File: src/rtl/alu_exec_unit.sv
// Registered, handshaked ALU execute stage: add/sub/and/or/slt in one cycle, with an optional
// iterative shift-add multiplier on code 3'b110 enabled by defining ALU_MUL_EN.
module alu_exec_unit #(
   parameter int unsigned WIDTH = 32,
   parameter int unsigned CNT_W = 6
) (
   input  logic             clk,
   input  logic             rst,
   input  logic             in_valid,
   output logic             in_ready,
   input  logic [2:0]       ALUControl,
   input  logic [WIDTH-1:0] SrcA,
   input  logic [WIDTH-1:0] SrcB,
   output logic             out_valid,
   input  logic             out_ready,
   output logic [WIDTH-1:0] Result,
   output logic             Zero,
   output logic             Negative,
   output logic             Carry,
   output logic             OverFlow,
   output logic             busy
);

   localparam logic [2:0] OpAdd = 3'b000;
   localparam logic [2:0] OpSub = 3'b001;
   localparam logic [2:0] OpAnd = 3'b010;
   localparam logic [2:0] OpOr  = 3'b011;
   localparam logic [2:0] OpSlt = 3'b101;
   localparam logic [2:0] OpMul = 3'b110;

   if ((64'd1 << CNT_W) <= 64'(WIDTH)) begin : g_bad_cnt_w
      $error("CNT_W too small to count WIDTH iterations");
   end

   logic             is_sub;
   logic [WIDTH-1:0] b_eff;
   logic [WIDTH:0]   sum_ext;
   logic [WIDTH-1:0] sum;
   logic             cout;
   logic             ovf;
   logic [WIDTH-1:0] alu_res;
   logic             alu_c;
   logic             alu_v;
   logic             accept;
   logic             retire;

   // Shared adder; slt reuses the subtract path.
   always_comb begin
      is_sub  = (ALUControl == OpSub) || (ALUControl == OpSlt);
      b_eff   = is_sub ? ~SrcB : SrcB;
      sum_ext = {1'b0, SrcA} + {1'b0, b_eff} + {{WIDTH{1'b0}}, is_sub};
      sum     = sum_ext[WIDTH-1:0];
      cout    = sum_ext[WIDTH];
      ovf     = (SrcA[WIDTH-1] ~^ b_eff[WIDTH-1]) & (sum[WIDTH-1] ^ SrcA[WIDTH-1]);
      alu_res = '0;
      alu_c   = 1'b0;
      alu_v   = 1'b0;
      case (ALUControl)
         OpAdd, OpSub: begin
            alu_res = sum;
            alu_c   = cout;
            alu_v   = ovf;
         end
         OpAnd:   alu_res = SrcA & SrcB;
         OpOr:    alu_res = SrcA | SrcB;
         OpSlt:   alu_res = {{(WIDTH-1){1'b0}}, sum[WIDTH-1] ^ ovf};
         default: alu_res = '0;
      endcase
   end

   assign accept = in_valid & in_ready;
   assign retire = out_valid & out_ready;

`ifdef ALU_MUL_EN
   typedef enum logic {StIdle, StMul} state_t;

   state_t           state;
   logic [CNT_W-1:0] cnt;
   logic [WIDTH-1:0] mcand;
   logic [WIDTH-1:0] mplier;
   logic [WIDTH-1:0] acc;
   logic [WIDTH-1:0] acc_next;

   assign acc_next = acc + (mplier[0] ? mcand : '0);
   assign in_ready = ~rst & (state == StIdle) & (~out_valid | out_ready);
   assign busy     = (state == StMul);
`else
   assign in_ready = ~rst & (~out_valid | out_ready);
   assign busy     = 1'b0;
`endif

   always_ff @(posedge clk or posedge rst) begin
      if (rst) begin
         out_valid <= 1'b0;
         Result    <= '0;
         Zero      <= 1'b0;
         Negative  <= 1'b0;
         Carry     <= 1'b0;
         OverFlow  <= 1'b0;
`ifdef ALU_MUL_EN
         state     <= StIdle;
         cnt       <= '0;
         mcand     <= '0;
         mplier    <= '0;
         acc       <= '0;
`endif
      end else begin
         if (retire) out_valid <= 1'b0;
`ifdef ALU_MUL_EN
         if (state == StMul) begin
            acc    <= acc_next;
            mcand  <= mcand << 1;
            mplier <= mplier >> 1;
            cnt    <= cnt - CNT_W'(1);
            if (cnt == '0) begin
               Result    <= acc_next;
               Zero      <= (acc_next == '0);
               Negative  <= acc_next[WIDTH-1];
               Carry     <= 1'b0;
               OverFlow  <= 1'b0;
               out_valid <= 1'b1;
               state     <= StIdle;
            end
         end else
`endif
         if (accept) begin
`ifdef ALU_MUL_EN
            if (ALUControl == OpMul) begin
               mcand  <= SrcA;
               mplier <= SrcB;
               acc    <= '0;
               cnt    <= CNT_W'(WIDTH - 1);
               state  <= StMul;
            end else
`endif
            begin
               Result    <= alu_res;
               Zero      <= (alu_res == '0);
               Negative  <= alu_res[WIDTH-1];
               Carry     <= alu_c;
               OverFlow  <= alu_v;
               out_valid <= 1'b1;
            end
         end
      end
   end

endmodule
File: config.mk
export PLATFORM = sky130hd
export DESIGN_NAME = alu_exec_unit
export DESIGN_NICKNAME = d
export VERILOG_FILES = /design/src/rtl/alu_exec_unit.sv
export SDC_FILE = /design/constraint.sdc
export NUM_CORES = 1
export LEC_CHECK = 0
export BUFFER_PORTS_ARGS = -buffer_cell sky130_fd_sc_hd__buf_2
export CAP_MARGIN = 20
export CELL_PAD_IN_SITES_DETAIL_PLACEMENT = 1
export CELL_PAD_IN_SITES_GLOBAL_PLACEMENT = 1
export CORE_AREA = 3 3 138 87
export DETAILED_ROUTE_END_ITERATION = 8
export DIE_AREA = 0 0 141 90
export PLACE_DENSITY_LB_ADDON = 0.1
export SYNTH_ARGS = -nofsm -noshare
export SYNTH_HDL_FRONTEND = slang
export SYNTH_SLANG_ARGS = --single-unit
File: constraint.sdc
create_clock -name clk -period 2.6 [get_ports clk]
set_input_delay 0.26 -clock clk [delete_from_list [all_inputs] [get_ports clk]]
set_output_delay 0.26 -clock clk [all_outputs]
set_load 0.005 [all_outputs]
==> results of run 1 <==
-- cell usage after synthesis (4+ instances only) --
master | count | area [sq um]
inv_1 | 9 | 33.8
nand3_1 | 9 | 45.0
a31oi_1 | 10 | 62.6
xnor2_1 | 40 | 350
a2111o_1 | 4 | 45.0
nor3_1 | 10 | 50.1
o21a_1 | 6 | 45.0
maj3_1 | 18 | 180
mux2_2 | 12 | 135
o211ai_1 | 9 | 67.6
o21ai_0 | 47 | 235
xor2_1 | 10 | 87.6
clkbuf_1 | 19 | 71.3
buf_1 | 7 | 26.3
mux2i_1 | 6 | 60.1
nand2_1 | 68 | 255
a21o_1 | 17 | 128
o21ai_1 | 4 | 20.0
nor2_1 | 31 | 116
ha_1 | 34 | 425
o31ai_1 | 8 | 60.1
and2_1 | 4 | 25.0
a211oi_1 | 6 | 45.0
a21oi_1 | 45 | 225
nand4_1 | 10 | 62.6
dfrtp_1 | 36 | 901
-- stage by stage --
| step | setup TNS, ns | hold slack [ns] | utilization (%) |
|---|---|---|---|
| 2_1_floorplan | -5.94 | 0.436 | - |
| 3_5_place_dp | -19.86 | 0.466 | 59.6 |
| 4_1_cts | -7.44 | 0.275 | 64.8 |
| 3_3_place_gp | -17.26 | 0.459 | 59.6 |
-- logic make-up after synthesis --
kind of cell,after synthesis
AOI/OAI and AO/OA,188
and+or+nand+nor,151
adders and majority gates,54
xor gates and xnor gates,50
buffers and inverters,39
DFF,36
muxes,18
other,1
-- repair_timing --
action | CTS
hold endpoints to repair | 0
pin swaps | 18
endpoints found under the setup margin | 27
gates resized for setup | 61
buffers inserted | 11
hold buffers | 0
gates cloned | 2
==> summary.txt, run 1 <==
Placed design
  • DP Area: 6340 sq um
  • Place WS: -2.08 ns
  • Placer Congestion: 0.957
  • Inst Count DP: 930
  • HPWL Detailed: 16200 um
  • Port buffer count: 108

Clock tree
  • TritonCTS sink count: 36
  • H-tree depth: 2
  • CTS buffer count: 5
  • CTS max path bufs: 2
  • Root buffer cell: clkbuf_16

Synth
  • Synth Area in Compound Gates: 29.4%
  • Sequential-to-total area share from yosys stat: 20.9%
  • Post-synth EDFFs: 0
  • Cells after Synth: 537
  • Synthesized cell area: 4300 sq um
  • Syn_area_per_cell: 8.02 sq um
  • Simple logic cell fraction of the synthesized area: 16.2%
  • Main combinational cell family by area after synthesis: compound AO/OA/AOI/OAI gates
  • Synth warn: 0
  • #FFs+latches synth: 36
  • Multiplexer share of the synthesized area: 4.53%
  • Syn Nets: 644
  • Synth Area in Adders: 15.0%
  • Synth Flop Type: dfrtp_1
  • Synth cell types: 65
  • Area share of xor/xnor cells in the synthesized design: 10.2%
  • FFs w/ async S/R, synth: 100%

Run status
  • Err: [ERROR DPL-0033] detailed placement checks failed during check placement.
  • Status: stopped before the end
  • Failed at: 5_1_grt

Floorplan
  • Die Ht: 90 um
  • Initial core utilization: 40.5%
  • Die outline width: 141 um
  • Row count: 29
  • I/O pin cnt: 110

GRT
  • Largest net degree at the start of global routing: 59
  • Initial antenna violation count: 1

STA
  • Kind of the worst endpoint: sequential cell input
  • GR repair worst EP: Zero$_DFFE_PP0P_/D
==> run 2, diff against run 1 <==
==> config.mk (replaced) <==
export PLATFORM = sky130hd
export DESIGN_NAME = alu_exec_unit
export DESIGN_NICKNAME = d
export VERILOG_FILES = /design/src/rtl/alu_exec_unit.sv
export SDC_FILE = /design/constraint.sdc
export NUM_CORES = 1
export LEC_CHECK = 0
export BUFFER_PORTS_ARGS = -buffer_cell sky130_fd_sc_hd__buf_2
export CAP_MARGIN = 20
export CORE_AREA = 3 3 108 110
export DETAILED_ROUTE_END_ITERATION = 8
export DIE_AREA = 0 0 111 113
export PLACE_DENSITY_LB_ADDON = 0.15
export SYNTH_ARGS = -nofsm -noshare
export SYNTH_HDL_FRONTEND = slang
export SYNTH_SLANG_ARGS = --single-unit
==> summary.txt, run 2 <==
Run status
  • Status: finished with violations
  • Failing checks: negative setup slack

STA
  • Worst-Margin Slew: 0.619 ns
  • Clk_skew: 0.00976 ns
  • F_max: 243 MHz
  • Minimum clock period: 4.12 ns
  • Slew headroom: 57.7%
  • Aggregate negative setup slack: -9.62 ns
  • Final count of pins violating max slew: 0
  • Finish-stage setup viols: 24
  • Tcrit/Tclk final: 159%
  • RSZ-0062 raised after global routing: true
  • Final Hold Fails: 0
  • Setup ws final: -1.52 ns

Synth
  • Synth top area cells: dfrtp_1 21%, ha_1 9.9%, xnor2_1 8.1%, nand2_1 5.9%, o21ai_0 5.5%
  • Synth cell types: 65 (unchanged)
  • Cell taking the most area after synthesis: dfrtp_1
  • FFs w/ async S/R, synth: 100% (unchanged)
  • Synth Flop Type: dfrtp_1
  • Syn_area_per_cell: 8.02 sq um (unchanged)
  • Cells after Synth: 537 (unchanged)
  • #FFs+latches synth: 36 (unchanged)
  • Post-synth EDFFs: 0 (unchanged)
  • Synthesized cell area: 4300 sq um (unchanged)
  • Syn Nets: 644 (unchanged)
  • Area share of the largest cell type after synthesis: 20.9% (unchanged)
  • Top cells by count, synth: 68 x nand2_1, 47 x o21ai_0, 45 x a21oi_1, 40 x xnor2_1, 36 x dfrtp_1
  • Synth warn: 0 (unchanged)
  • Sequential-to-total area share from yosys stat: 20.9% (unchanged)
  • Cell with the most instances after synthesis: nand2_1

Clock tree
  • Clk_lat worst skew: 0.29 ns
  • TritonCTS clock tree: built
  • CTS buffer count: 5 (unchanged)
  • TritonCTS sink count: 36 (unchanged)
  • CTS max path bufs: 2 (unchanged)
  • Worst-path clk slew: 0.08 ns
  • Root buffer cell: clkbuf_8
  • H-tree depth: 2 (unchanged)

Worst setup path
  • Startpoint Class: input port
  • Critical Path Source: ALUControl[1]
  • Worst Path Max Fanout: 5
  • Setup CP Type: input port to flop
  • Critical Path AT: 4.35 ns
  • Worst R2R Path Depth: 9
  • Crit-path cells: buf_12 -> clkinv_16 -> nand2_8 -> xnor2_2 -> ha_1 -> and4bb_1 -> a21oi_2 -> a2111o_1 -> a21oi_4 -> a21oi_4 -> o21ai_2 -> a21o_1 -> a21o_1 -> fa_1 -> nor2_1 -> a311o_1 -> nand3_1 -> nor4b_2 -> nand4_1 -> or4_1 -> nor4_2 -> a41o_1
  • Slowest CP cell: a2111o_1
  • CP peak stage delay: 0.48 ns
  • Flop2flop setup slack: 0.56 ns
  • Worst EP required: 2.83 ns
  • R2r startpoint: out_valid
  • Crit. End Element: flop

Layout
  • Share of cells above drive strength 1: 48.6%
  • Antenna Cells: 0
  • Most frequent cells in the layout: 178 x buf_4, 106 x buf_2, 66 x nand2_1
  • Most flops, register: Result
  • Max reg flops: 32
  • Layout Area Growth over Synthesis: 64.4%
  • Commonest non-fill, non-tap cell in the layout: buf_4
  • Fill count: 892
  • # nets final: 924

Placed design
  • Port buffer count: 108 (unchanged)
  • Placer Congestion: 0.910 (-4.9%)
  • HPWL Detailed: 12800 um (-21%)
  • Place WS: -2.05 ns (+0.0300 ns)

Route
  • Post-DRT Antenna Nets: 0
  • First-pass DRT Iterations: 4
  • WL final: 16600 um
  • DRC viols: 0
  • Via Count: 5245
  • Vias per cell: 5.48
  • Drt first-iter violations: 282
  • Wire length per cell: 17.4 um

Floorplan
  • Row count: 38 (+31%)
  • Initial core utilization: 39.9% (-0.61 points)
  • Die outline width: 111 um (-21%)
  • I/O pin cnt: 110 (unchanged)
  • Full die area: 12500 sq um
  • Core area: 10800 sq um
  • Die Ht: 113 um (+26%)

Power
  • Leak Pwr: 3.40 nW
  • Total power density per cell area: 456 nW/um^2
  • Peak supply drop: 0.303 mV
  • Overall power: 3.23 mW

GRT
  • GRT Total Usage: 25.7%
  • Initial antenna violation count: 0
  • First-pass GRT wire length: 26500 um
  • Vias in the first global route: 5470
  • Largest net degree at the start of global routing: 59
  • Total gr overflow: 0

Min path
  • Worst Hold Class: input port to asynchronous set/reset pin

Run
  • MaxCap Viol Count: 0
run 2: cell counts after synthesis:
No cell type changed its count.
run 2: worst paths after layout:
path                              endpoint
worst max-delay path                  Zero
worst min-delay path            Result[28]
worst max register to register        Zero
worst min register to register       Carry
max in group asynchronous        Result[4]
min in group clk                Result[26]
run 2: cells by family after synthesis:
logic type / count (synthesis) / synth area share (%)
multiplexers: 18 / 4.53
buffers and inverters: 39 / 3.63
XOR/XNOR: 50 / 10.2
AO/OA/AOI/OAI: 188 / 29.4
other: 1 / 0.0871
AND/OR/NAND/NOR: 151 / 16.2
adder cells (fa/ha/maj): 54 / 15.0
flip-flops: 36 / 20.9
run 2: layout make-up:
| type | count | area [sq um] | area share, % |
|---|---|---|---|
| Multi-Input combinational cell | 465 | 3760 | 53.2 |
| Timing Repair Buffer | 300 | 2080 | 29.4 |
| Sequential cell | 36 | 901 | 12.7 |
| Tap cell | 140 | 175 | 2.48 |
| Clock buffer | 7 | 96.3 | 1.36 |
| Inverter | 9 | 60.1 | 0.849 |
run 2: timing repair:
action / 4_1_cts / 5_1_grt
gates resized for setup: 68 / 32
cloned: 3 / 0
pin swaps: 27 / 26
endpoints found under the setup margin: 26 / 26
hold buffers: 0 / 0
buffers inserted: 13 / 11
run 2: worst max-delay path: cells and delay by family:
kind	cells	cell delay, ns
buf+inv	2	0.19
fa+ha+maj	2	0.72
compound gates	9	1.60
xor+xnor	1	0.14
simple gates	8	1.44
run 2: report_power, final:
group          switching, mW  total, mW  internal, mW
sequential            0.0608      0.723         0.663
clock                  0.194      0.430         0.236
combinational           1.02       2.07          1.06
total                   1.27       3.23          1.96
run 2: through the flow:
| stage | instances | utilization [%] | cell area (sq um) | hold slack, ns |
|---|---|---|---|---|
| after floorplan | 537 | - | 4470 | 0.436 |
| after global placement | 928 | 58.5 | 6320 | 0.436 |
| after detailed placement | 928 | 58.5 | 6320 | 0.440 |
| after CTS | 949 | 63.3 | 6840 | 0.123 |
| after global routing | 957 | 65.6 | 7080 | 0.179 |
| final | 957 | 65.6 | 7080 | 0.111 |
run 2: layer usage:
metal / track usage [%] / vias up / share of wire [%] / wire [um]
li1: - / 2564 / - / -
met1: 32.9 / 2454 / 43 / 7090
met2: 44.7 / 185 / 48 / 8040
met3: 2.78 / 42 / 5.8 / 957
met4: 10.0 / 0 / 3.3 / 544
met5: 0 / - / 0 / 0
Note: power is estimated with default switching activity, not from simulation.
==> run 3, diff against run 2 <==
--- a/config.mk
+++ b/config.mk
@@ -7,9 +7,9 @@
 export LEC_CHECK = 0
 export BUFFER_PORTS_ARGS = -buffer_cell sky130_fd_sc_hd__buf_2
 export CAP_MARGIN = 20
-export CORE_AREA = 3 3 108 110
+export CORE_AREA = 3 3 97 99
 export DETAILED_ROUTE_END_ITERATION = 8
-export DIE_AREA = 0 0 111 113
+export DIE_AREA = 0 0 100 102
 export PLACE_DENSITY_LB_ADDON = 0.15
 export SYNTH_ARGS = -nofsm -noshare
 export SYNTH_HDL_FRONTEND = slang
==> summary.txt, run 3 (same netlist as run 2, synthesis figures left out) <==
STA
  • F_max: 236 MHz (-2.5%)
  • Tcrit/Tclk final: 163% (+4.1 points)
  • Final count of pins violating max slew: 0 (unchanged)
  • RSZ-0062 raised after global routing: true
  • Clk_skew: 0.00766 ns (-0.00211 ns)
  • Minimum clock period: 4.23 ns (+0.107 ns)
  • Slew headroom: 58.5% (+0.83 points)
  • Final Hold Fails: 0 (unchanged)
  • Setup ws final: -1.63 ns (-0.107 ns)
  • Worst-Margin Slew: 0.623 ns (+0.00358 ns)
  • Finish-stage setup viols: 26 (+8.3%)

Clock tree
  • CTS buffer count: 5 (unchanged)
  • TritonCTS clock tree: built
  • Clk_lat worst skew: 0.29 ns (about the same)
  • CTS Hold Buffers Added: 0 (unchanged)
  • H-tree depth: 2 (unchanged)
  • Root buffer cell: clkbuf_8
  • Worst-path clk slew: 0.08 ns (about the same)
  • TritonCTS sink count: 36 (unchanged)
  • CTS max path bufs: 2 (unchanged)

Worst setup path
  • Critical Path AT: 4.47 ns (+0.12 ns)
  • Setup CP Type: input port to flop
  • Worst R2R Path Depth: 9 (unchanged)
  • CP Depth: 22 (unchanged)
  • Slowest CP cell: a2111o_1
  • Worst path buffer plus inverter count: 2 (unchanged)
  • Crit. End Element: flop
  • Flop2flop setup slack: 0.53 ns (-0.03 ns)
  • Worst EP required: 2.84 ns (about the same)
  • End of the worst register-to-register path: Zero
  • Crit-path cells: buf_12 -> inv_12 -> nand2_8 -> xnor2_2 -> ha_1 -> a31o_4 -> nand2_1 -> a2111o_1 -> a21oi_4 -> a21oi_2 -> o21ai_2 -> a21o_1 -> a21o_1 -> fa_2 -> nor2_2 -> a311o_1 -> nand3_1 -> nor4b_2 -> nand4_1 -> or4_1 -> nor4_2 -> a41o_1
  • Critical Path Source: ALUControl[1]
  • Worst Path Max Fanout: 5 (unchanged)
  • R2r startpoint: out_valid
  • CP top delay family: compound AO/OA/AOI/OAI gates
  • CP peak stage delay: 0.49 ns (about the same)
  • Cell mode on critical path: a21o_1
  • Startpoint Class: input port
  • Critical Path Sink: Zero

Layout
  • # nets final: 921 (-0.32%)
  • Final instance area: 7200 sq um (+1.8%)
  • Share of cells above drive strength 1: 51.2% (+2.6 points)
  • Commonest non-fill, non-tap cell in the layout: buf_4
  • Most flops, register: Result
  • Most frequent cells in the layout: 173 x buf_4, 106 x buf_2, 63 x nand2_1
  • Finished Layout Cells: 923 (-3.6%)
  • Max reg flops: 32 (unchanged)
  • Layout Area Growth over Synthesis: 67.3%
  • Antenna Cells: 0 (unchanged)

Route
  • Vias per cell: 6.18 (+13%)
  • First-pass DRT Iterations: 5 (+1)
  • DRC viols: 0 (unchanged)
  • Post-DRT Antenna Nets: 0 (unchanged)
  • Drt first-iter violations: 373 (+32%)
  • WL final: 18100 um (+8.5%)
  • Wire length per cell: 19.6 um (+13%)
  • Via Count: 5703 (+8.7%)

Placed design
  • Inst Count DP: 888 (-4.3%)
  • Place WS: -1.93 ns (+0.118 ns)
  • Placer Congestion: 0.974 (+7.0%)
  • HPWL Detailed: 12600 um (-0.85%)
  • DP Area: 6230 sq um (-1.4%)
  • Port buffer count: 108 (unchanged)

GRT
  • Largest net degree at the start of global routing: 59 (unchanged)
  • Vias in the first global route: 5411 (-1.1%)
  • Initial antenna violation count: 0 (unchanged)
  • Total gr overflow: 0 (unchanged)
  • GRT Total Usage: 32.2% (+6.5 points)
  • First-pass GRT wire length: 26200 um (-1.2%)

Power
  • Total power density per cell area: 474 nW/um^2 (+4.0%)
  • Leak Pwr: 3.46 nW (+1.7%)
  • Peak supply drop: 0.247 mV (-19%)

Floorplan
  • Initial core utilization: 49.8% (+10 points)
  • Die Ht: 102 um (-9.7%)
  • Die outline width: 100 um (-9.9%)
  • I/O pin cnt: 110 (unchanged)
  • Row count: 34 (-11%)
  • Full die area: 10200 sq um (-19%)
  • Core area: 8640 sq um (-20%)

Min path
  • Worst Hold Class: input port to asynchronous set/reset pin

Run status
  • Status: finished with violations
  • Failing checks: negative setup slack

Run
  • MaxCap Viol Count: 0 (unchanged)
-- run 3: worst reg2reg max path: cells and delay by family (launching register included) --
kind	cells	cell delay (ns)
AO/OA/AOI/OAI	2	0.34
AND/OR/NAND/NOR	7	1.30
flip-flops	1	0.38
-- run 3: repair_timing --
item                       in CTS  in global routing
pin swaps                      30                 47
hold endpoints to repair        0                  0
cloned                          2                  1
setup endpoints to repair      24                 27
setup buffers                  27                 16
gates resized for setup        63                 76
-- run 3: power breakdown --
| group | internal, mW | total [mW] | switching (mW) |
|---|---|---|---|
| Sequential | 0.662 | 0.721 | 0.0583 |
| Combinational | 1.09 | 2.21 | 1.11 |
| Clock | 0.285 | 0.487 | 0.202 |
| Total | 2.04 | 3.42 | 1.37 |
-- run 3: through the flow --
stage          setup TNS (ns)  utilization [%]  total power [mW]  hold slack (ns)
4_1_cts                 -7.17             78.8              3.20            0.113
3_5_place_dp           -18.24             72.2              2.50            0.435
5_1_grt                -11.11             83.4              3.60            0.163
3_3_place_gp           -15.85             72.2              2.45            0.426
6_report                -8.64             83.4              3.42            0.108
2_1_floorplan           -5.94                -              1.66            0.436
-- run 3: worst min path at each step --
stage,start,to,slack (ns),cells past startpoint
3_3_place_gp,rst,out_valid,0.43,3
5_1_grt,rst,Result[18],0.16,3
4_1_cts,rst,Result[17],0.11,3
6_report,rst,Zero,0.11,3
3_5_place_dp,rst,Result[16],0.44,3
2_1_floorplan,rst,Carry,0.44,1
-- run 3: layout make-up --
class	count	area, sq um
fill	551	1430
sequential	36	901
timing repair buffer	297	2070
inverter	9	46.3
tap	108	135
clock inverter	2	35.0
clock buffer	6	72.6
multi-input combinational	465	3950
-- run 3: routing by layer --
layer | track usage, % | wire, um | vias up
li1 | - | - | 2564
met1 | 39.6 | 7090 | 2717
met2 | 53.7 | 8650 | 340
met3 | 6.35 | 1570 | 82
met4 | 16.8 | 743 | 0
met5 | 0 | 0 | -
